==> src/rtl/water_valve_sequencer.sv <==
// Shut-off valve sequencer: trips on sustained flow while Wi-Fi is down, confirms the valve move, latches alarm/fault.
// Optional build macro WATER_SEQ_AUTOREARM_EN enables automatic re-arm after REARM_DELAY quiet cycles in LOCKED.
module water_valve_sequencer #(
  parameter int FLOW_LIMIT   = 4,
  parameter int MOVE_TIMEOUT = 8,
  parameter int REARM_DELAY  = 16,
  parameter int TRIP_W       = 8
) (
  input  logic              clk,
  input  logic              reset,
  input  logic              wifi_ok,
  input  logic              flow_detect,
  input  logic              rearm,
  input  logic              valve_closed,
  output logic              valve_close,
  output logic              alarm,
  output logic              fault,
  output logic [2:0]        state,
  output logic [TRIP_W-1:0] trip_count
);

  localparam int FW = $clog2(FLOW_LIMIT + 1);
  localparam int MW = $clog2(MOVE_TIMEOUT + 1);
  localparam logic [FW-1:0] FLOW_LAST = FW'(FLOW_LIMIT - 1);
  localparam logic [MW-1:0] MOVE_LAST = MW'(MOVE_TIMEOUT - 1);

  if (FLOW_LIMIT < 1 || MOVE_TIMEOUT < 1 || REARM_DELAY < 1 || TRIP_W < 1) begin : g_bad_param
    $error("water_valve_sequencer: parameters must all be >= 1");
  end

  typedef enum logic [2:0] {
    MONITOR = 3'd0,
    CLOSING = 3'd1,
    LOCKED  = 3'd2,
    OPENING = 3'd3,
    FAULT   = 3'd4
  } state_t;

  state_t            state_q, state_d;
  logic [FW-1:0]     flow_q, flow_d;
  logic [MW-1:0]     move_q, move_d;
  logic [TRIP_W-1:0] trip_q, trip_d;
  logic              go_open;

`ifdef WATER_SEQ_AUTOREARM_EN
  localparam int RW = $clog2(REARM_DELAY + 1);
  localparam logic [RW-1:0] REARM_LAST = RW'(REARM_DELAY - 1);
  logic [RW-1:0] rearm_q, rearm_d;
`endif

  always_comb begin
    state_d = state_q;
    flow_d  = flow_q;
    move_d  = move_q;
    trip_d  = trip_q;
    go_open = 1'b0;
`ifdef WATER_SEQ_AUTOREARM_EN
    rearm_d = rearm_q;
`endif
    case (state_q)
      MONITOR: begin
        if (flow_detect && !wifi_ok) begin
          if (flow_q == FLOW_LAST) begin
            state_d = CLOSING;
            flow_d  = '0;
            move_d  = '0;
          end else begin
            flow_d = flow_q + 1'b1;
          end
        end else begin
          flow_d = '0;
        end
      end
      CLOSING: begin
        // Limit switch beats the timeout when both land on the same cycle.
        if (valve_closed) begin
          state_d = LOCKED;
          move_d  = '0;
          if (trip_q != '1) trip_d = trip_q + 1'b1;
        end else if (move_q == MOVE_LAST) begin
          state_d = FAULT;
          move_d  = '0;
        end else begin
          move_d = move_q + 1'b1;
        end
      end
      LOCKED: begin
        go_open = rearm && wifi_ok && !flow_detect;
`ifdef WATER_SEQ_AUTOREARM_EN
        if (wifi_ok && !flow_detect) begin
          if (rearm_q == REARM_LAST) go_open = 1'b1;
          else rearm_d = rearm_q + 1'b1;
        end else begin
          rearm_d = '0;
        end
        if (go_open) rearm_d = '0;
`endif
        if (go_open) begin
          state_d = OPENING;
          move_d  = '0;
        end
      end
      OPENING: begin
        if (!valve_closed) begin
          state_d = MONITOR;
          move_d  = '0;
        end else if (move_q == MOVE_LAST) begin
          state_d = FAULT;
          move_d  = '0;
        end else begin
          move_d = move_q + 1'b1;
        end
      end
      FAULT:   state_d = FAULT;
      default: state_d = FAULT;
    endcase
  end

  always_ff @(posedge clk or posedge reset) begin
    if (reset) begin
      state_q     <= MONITOR;
      flow_q      <= '0;
      move_q      <= '0;
      trip_q      <= '0;
      valve_close <= 1'b0;
      alarm       <= 1'b0;
      fault       <= 1'b0;
    end else begin
      state_q     <= state_d;
      flow_q      <= flow_d;
      move_q      <= move_d;
      trip_q      <= trip_d;
      // Decoded from the next state so they switch on the same edge as state.
      valve_close <= (state_d == CLOSING) || (state_d == LOCKED) || (state_d == FAULT);
      alarm       <= (state_d != MONITOR);
      fault       <= (state_d == FAULT);
    end
  end

`ifdef WATER_SEQ_AUTOREARM_EN
  always_ff @(posedge clk or posedge reset) begin
    if (reset) rearm_q <= '0;
    else       rearm_q <= rearm_d;
  end
`endif

  assign state      = state_q;
  assign trip_count = trip_q;

endmodule

==> config.mk <==
export PLATFORM = sky130hd
export DESIGN_NAME = water_valve_sequencer
export DESIGN_NICKNAME = d
export VERILOG_FILES = /design/src/rtl/water_valve_sequencer.sv
export SDC_FILE = /design/constraint.sdc
export NUM_CORES = 1
export LEC_CHECK = 0
export BUFFER_PORTS_ARGS = -buffer_cell sky130_fd_sc_hd__buf_2
export CORE_AREA = 5 5 62 64
export CTS_BUF_LIST = sky130_fd_sc_hd__clkbuf_2 sky130_fd_sc_hd__clkbuf_4 sky130_fd_sc_hd__clkbuf_8
export DETAILED_ROUTE_END_ITERATION = 8
export DIE_AREA = 0 0 67 69
export GPL_TIMING_DRIVEN = 0
export PLACE_DENSITY = 0.51
export SLEW_MARGIN = 20
export SYNTH_ARGS = -nofsm -noshare
export SYNTH_HDL_FRONTEND = slang
export SYNTH_SLANG_ARGS = --single-unit
==> constraint.sdc <==
create_clock -name clk -period 3.35 [get_ports clk]
set_input_delay 0.5025 -clock clk [delete_from_list [all_inputs] [get_ports clk]]
set_output_delay 0.5025 -clock clk [all_outputs]
set_load 0.005 [all_outputs]
==> results.sh <==
export IMPL_cts_max_level=1
export IMPL_drt_total_wl_um=1980
export IMPL_nNetsFinal=126
export IMPL_highest_layer="met4"
export IMPL_hp_class="in -> async"
export IMPL_worstSetupStartpointType="register"
export IMPL_antenna_found_initial=0
export IMPL_instances_no_fill=162
export IMPL_crit_slowest_cell="dfrtp_1"
export IMPL_fillerInstances=348
export IMPL_dr_pass1_iters=3
export IMPL_drt_iter0_markers=21
export IMPL_r2r_setup_slack_ns=1.66
export IMPL_hold_slack_ns=0.345
export IMPL_via_per_inst=4.62
export IMPL_die_area_um2=4620
export IMPL_area_growth_pct=17.1
export IMPL_synthDistinctLibCells=39
export IMPL_r2r_end="valve_close"
export IMPL_postCtsSetupBuffers=0
export IMPL_post_cts_resize_count=0
export IMPL_status="finished, final reports clean"
export IMPL_grt_pass1_vias=805
export IMPL_io_buffers=19
export IMPL_diodes=0
export IMPL_slew_headroom_pct=45.2
export IMPL_initial_utilization_pct=33.0
export IMPL_path_max_fanout=5
export IMPL_root_buffer="clkbuf_4"
export IMPL_die_y_um=69
export IMPL_ir_drop_mv=0.168
export IMPL_period_needed_ns=1.69
export IMPL_io_pins=20
export IMPL_ys_warn_count=0
export IMPL_arrival_ns=1.90
export IMPL_met1_length_um=967
export IMPL_yosys_most_used_dff="dfrtp_1"
export IMPL_cts_hold_buf=0
export IMPL_crit_path_cell_trace="ha_1 -> and3b_1 -> nor3_1 -> nor4_1 -> o31ai_1"
export IMPL_cpPeakStageDelay_ns=0.43
export IMPL_multi_input_area_um2=510
export IMPL_path_clk_slew_ns=0.11
export IMPL_vias=748
export IMPL_drc=0
export IMPL_final_setup_viol_count=0
export IMPL_cts_made_buffers=3
export IMPL_p_per_area_nw_per_um2=588
export IMPL_internal_power_mw=0.491
export IMPL_p_leak_nw=0.635
export IMPL_grt_first_pass_wirelength_um=3660
export IMPL_grt_usage_pct=9.91
export IMPL_crit_path_start="move_q[0]"
export IMPL_die_w_um=67
export IMPL_crit_end="valve_close"
export IMPL_insertion_delay_ns=0.29
export IMPL_rows=21
export IMPL_critical_path_class="reg -> reg"
export IMPL_cts_tree="done"
export IMPL_hold_viol=0
export IMPL_rr_worst_depth=5
export IMPL_worstMarginPinSlew_ns=0.821
export IMPL_synth_cells=93
export IMPL_dp_cells=158
export IMPL_ys_ff_latch=21
export IMPL_wl_per_cell_um=12.2
export IMPL_hpwl_um=1510
export IMPL_crit_path_end_kind="register"
export IMPL_clockBufferDepth=2
export IMPL_max_freq_mhz=592
export IMPL_dr_wl_met2_um=885
export IMPL_pwr_share_comb_pct=33.4
export IMPL_ys_seq_area_share_pct=49.3
export IMPL_fin_crit_sh_pct=50.5
export IMPL_grt_max_degree=22
export IMPL_ant_nets=0
export IMPL_cp_required_ns=3.56
export IMPL_switching_share_pct=33.0
export IMPL_slew_violations=0
export IMPL_overflow=0
export IMPL_clkSinkCount=21
export IMPL_drive_above_1_share_pct=30.2
export IMPL_route_met3_wl_um=105
export IMPL_synthesis_area_um2=1070
export IMPL_reg2reg_from="move_q[0]"
export IMPL_fin_tns_setup_ns=0
export IMPL_max_cap_viol_count=0
export IMPL_synth_edf_count=0
export IMPL_p_clk_share_pct=17.6
export IMPL_synth_async_sr_flop_share_pct=100
export IMPL_pwr_share_seq_pct=49.0
export IMPL_core_um2=3230
export IMPL_ff_latch_area_um2=526
export IMPL_syn_area_per_cell_um2=11.5
export IMPL_synth_fp_nets=102
export IMPL_rsz0062_at_grt="no"
export IMPL_switchingPower_mw=0.242
export IMPL_finalClockSkew_ns=0.00209
export IMPL_gp_congestion=0.800
==> kinds of logic (layout without fill, tap and decap cells) <==
logic type                 after synthesis  in the layout  synth area share [%]
AOI/OAI and AO/OA                       13             13                  10.6
xor gates and xnor gates                 8              8                  6.57
adders and majority gates                3              3                  3.52
buffers and inverters                    6             29                  2.82
DFF                                     21             21                  49.3
muxes                                    3              3                  3.52
and+or+nand+nor                         39             39                  23.7
==> area by class of cell <==
cell class	count	share of cell area, %
Buffer	1	0.902
Sequential cell	21	42.1
Tap cell	46	4.61
Inverter	5	1.50
Timing Repair Buffer	19	7.62
Multi-Input combinational cell	66	40.9
Clock buffer	4	2.40
==> layer usage <==
layer	vias to the layer above	track usage, %
met5	-	0
met4	0	3.38
met3	2	2.60
met2	16	15.2
met1	353	13.3
li1	377	-
==> flip-flops by register name (all words and copies together), names as in the netlist <==
signal,cells
move_q,4
trip_count,8
flow_q,3
valve_close,1
alarm,1
state,3
fault,1
==> worst min path at each step <==
stage	endpoint	slack [ns]	depth (start not counted)
3_3_place_gp	flow_q[2]	0.46	1
5_1_grt	move_q[2]	0.42	2
3_5_place_dp	flow_q[2]	0.47	1
2_1_floorplan	flow_q[2]	0.45	1
6_report	trip_count[4]	0.35	2
4_1_cts	trip_count[6]	0.37	2
==> stage by stage <==
stage	util (%)	total power [mW]	area, µm²	worst slack, ns
global route	38.6	0.799	1250	1.48
global placement	37.7	0.607	1220	1.60
finish	38.6	0.734	1250	1.66
CTS	38.6	0.746	1250	1.64
floorplan	-	0.532	1070	1.78
detailed placement	37.7	0.613	1220	1.59
==> synth_stat cells, types with 2 or more instances <==
cell type | count | share of area (%)
nand3_1 | 5 | 2.3
o31ai_1 | 2 | 1.4
xor2_1 | 7 | 5.8
ha_1 | 3 | 3.5
mux2_2 | 2 | 2.1
nand2_1 | 4 | 1.4
inv_1 | 5 | 1.8
a22o_1 | 3 | 2.5
nor2_1 | 6 | 2.1
dfrtp_1 | 21 | 49
nor3_1 | 4 | 1.9
nand4b_1 | 2 | 1.6
nor3_2 | 3 | 2.8
==> layout by cell type, fill, tap and decap left out, types with 2 or more instances in the layout <==
cell type  synthesis  final
nand2_1            4      4
nor2_1             6      6
inv_1              5      5
nor3_1             4      4
xor2_1             7      7
nor3_2             3      3
clkbuf_4           0      4
ha_1               3      3
buf_2              0     19
nand3_1            5      5
a22o_1             3      3
mux2_2             2      2
dfrtp_1           21     21
o31ai_1            2      2
nand4b_1           2      2
==> worst max-delay path: cells and delay by family, from the launching register on <==
kind                       cells  cell delay [ns]
AOI/OAI and AO/OA              1             0.23
and+or+nand+nor                3             0.71
DFF                            1             0.43
adders and majority gates      1             0.24
==> power by group through the flow <==
stage / Clock, mW / Sequential [mW] / Combinational (mW)
after floorplan: 0 / 0.361 / 0.171
after detailed placement: 0 / 0.364 / 0.249
final: 0.129 / 0.360 / 0.245
after CTS: 0.136 / 0.360 / 0.250
after global placement: 0 / 0.364 / 0.243
after global routing: 0.145 / 0.370 / 0.285
(Power assumes the default switching activity.)
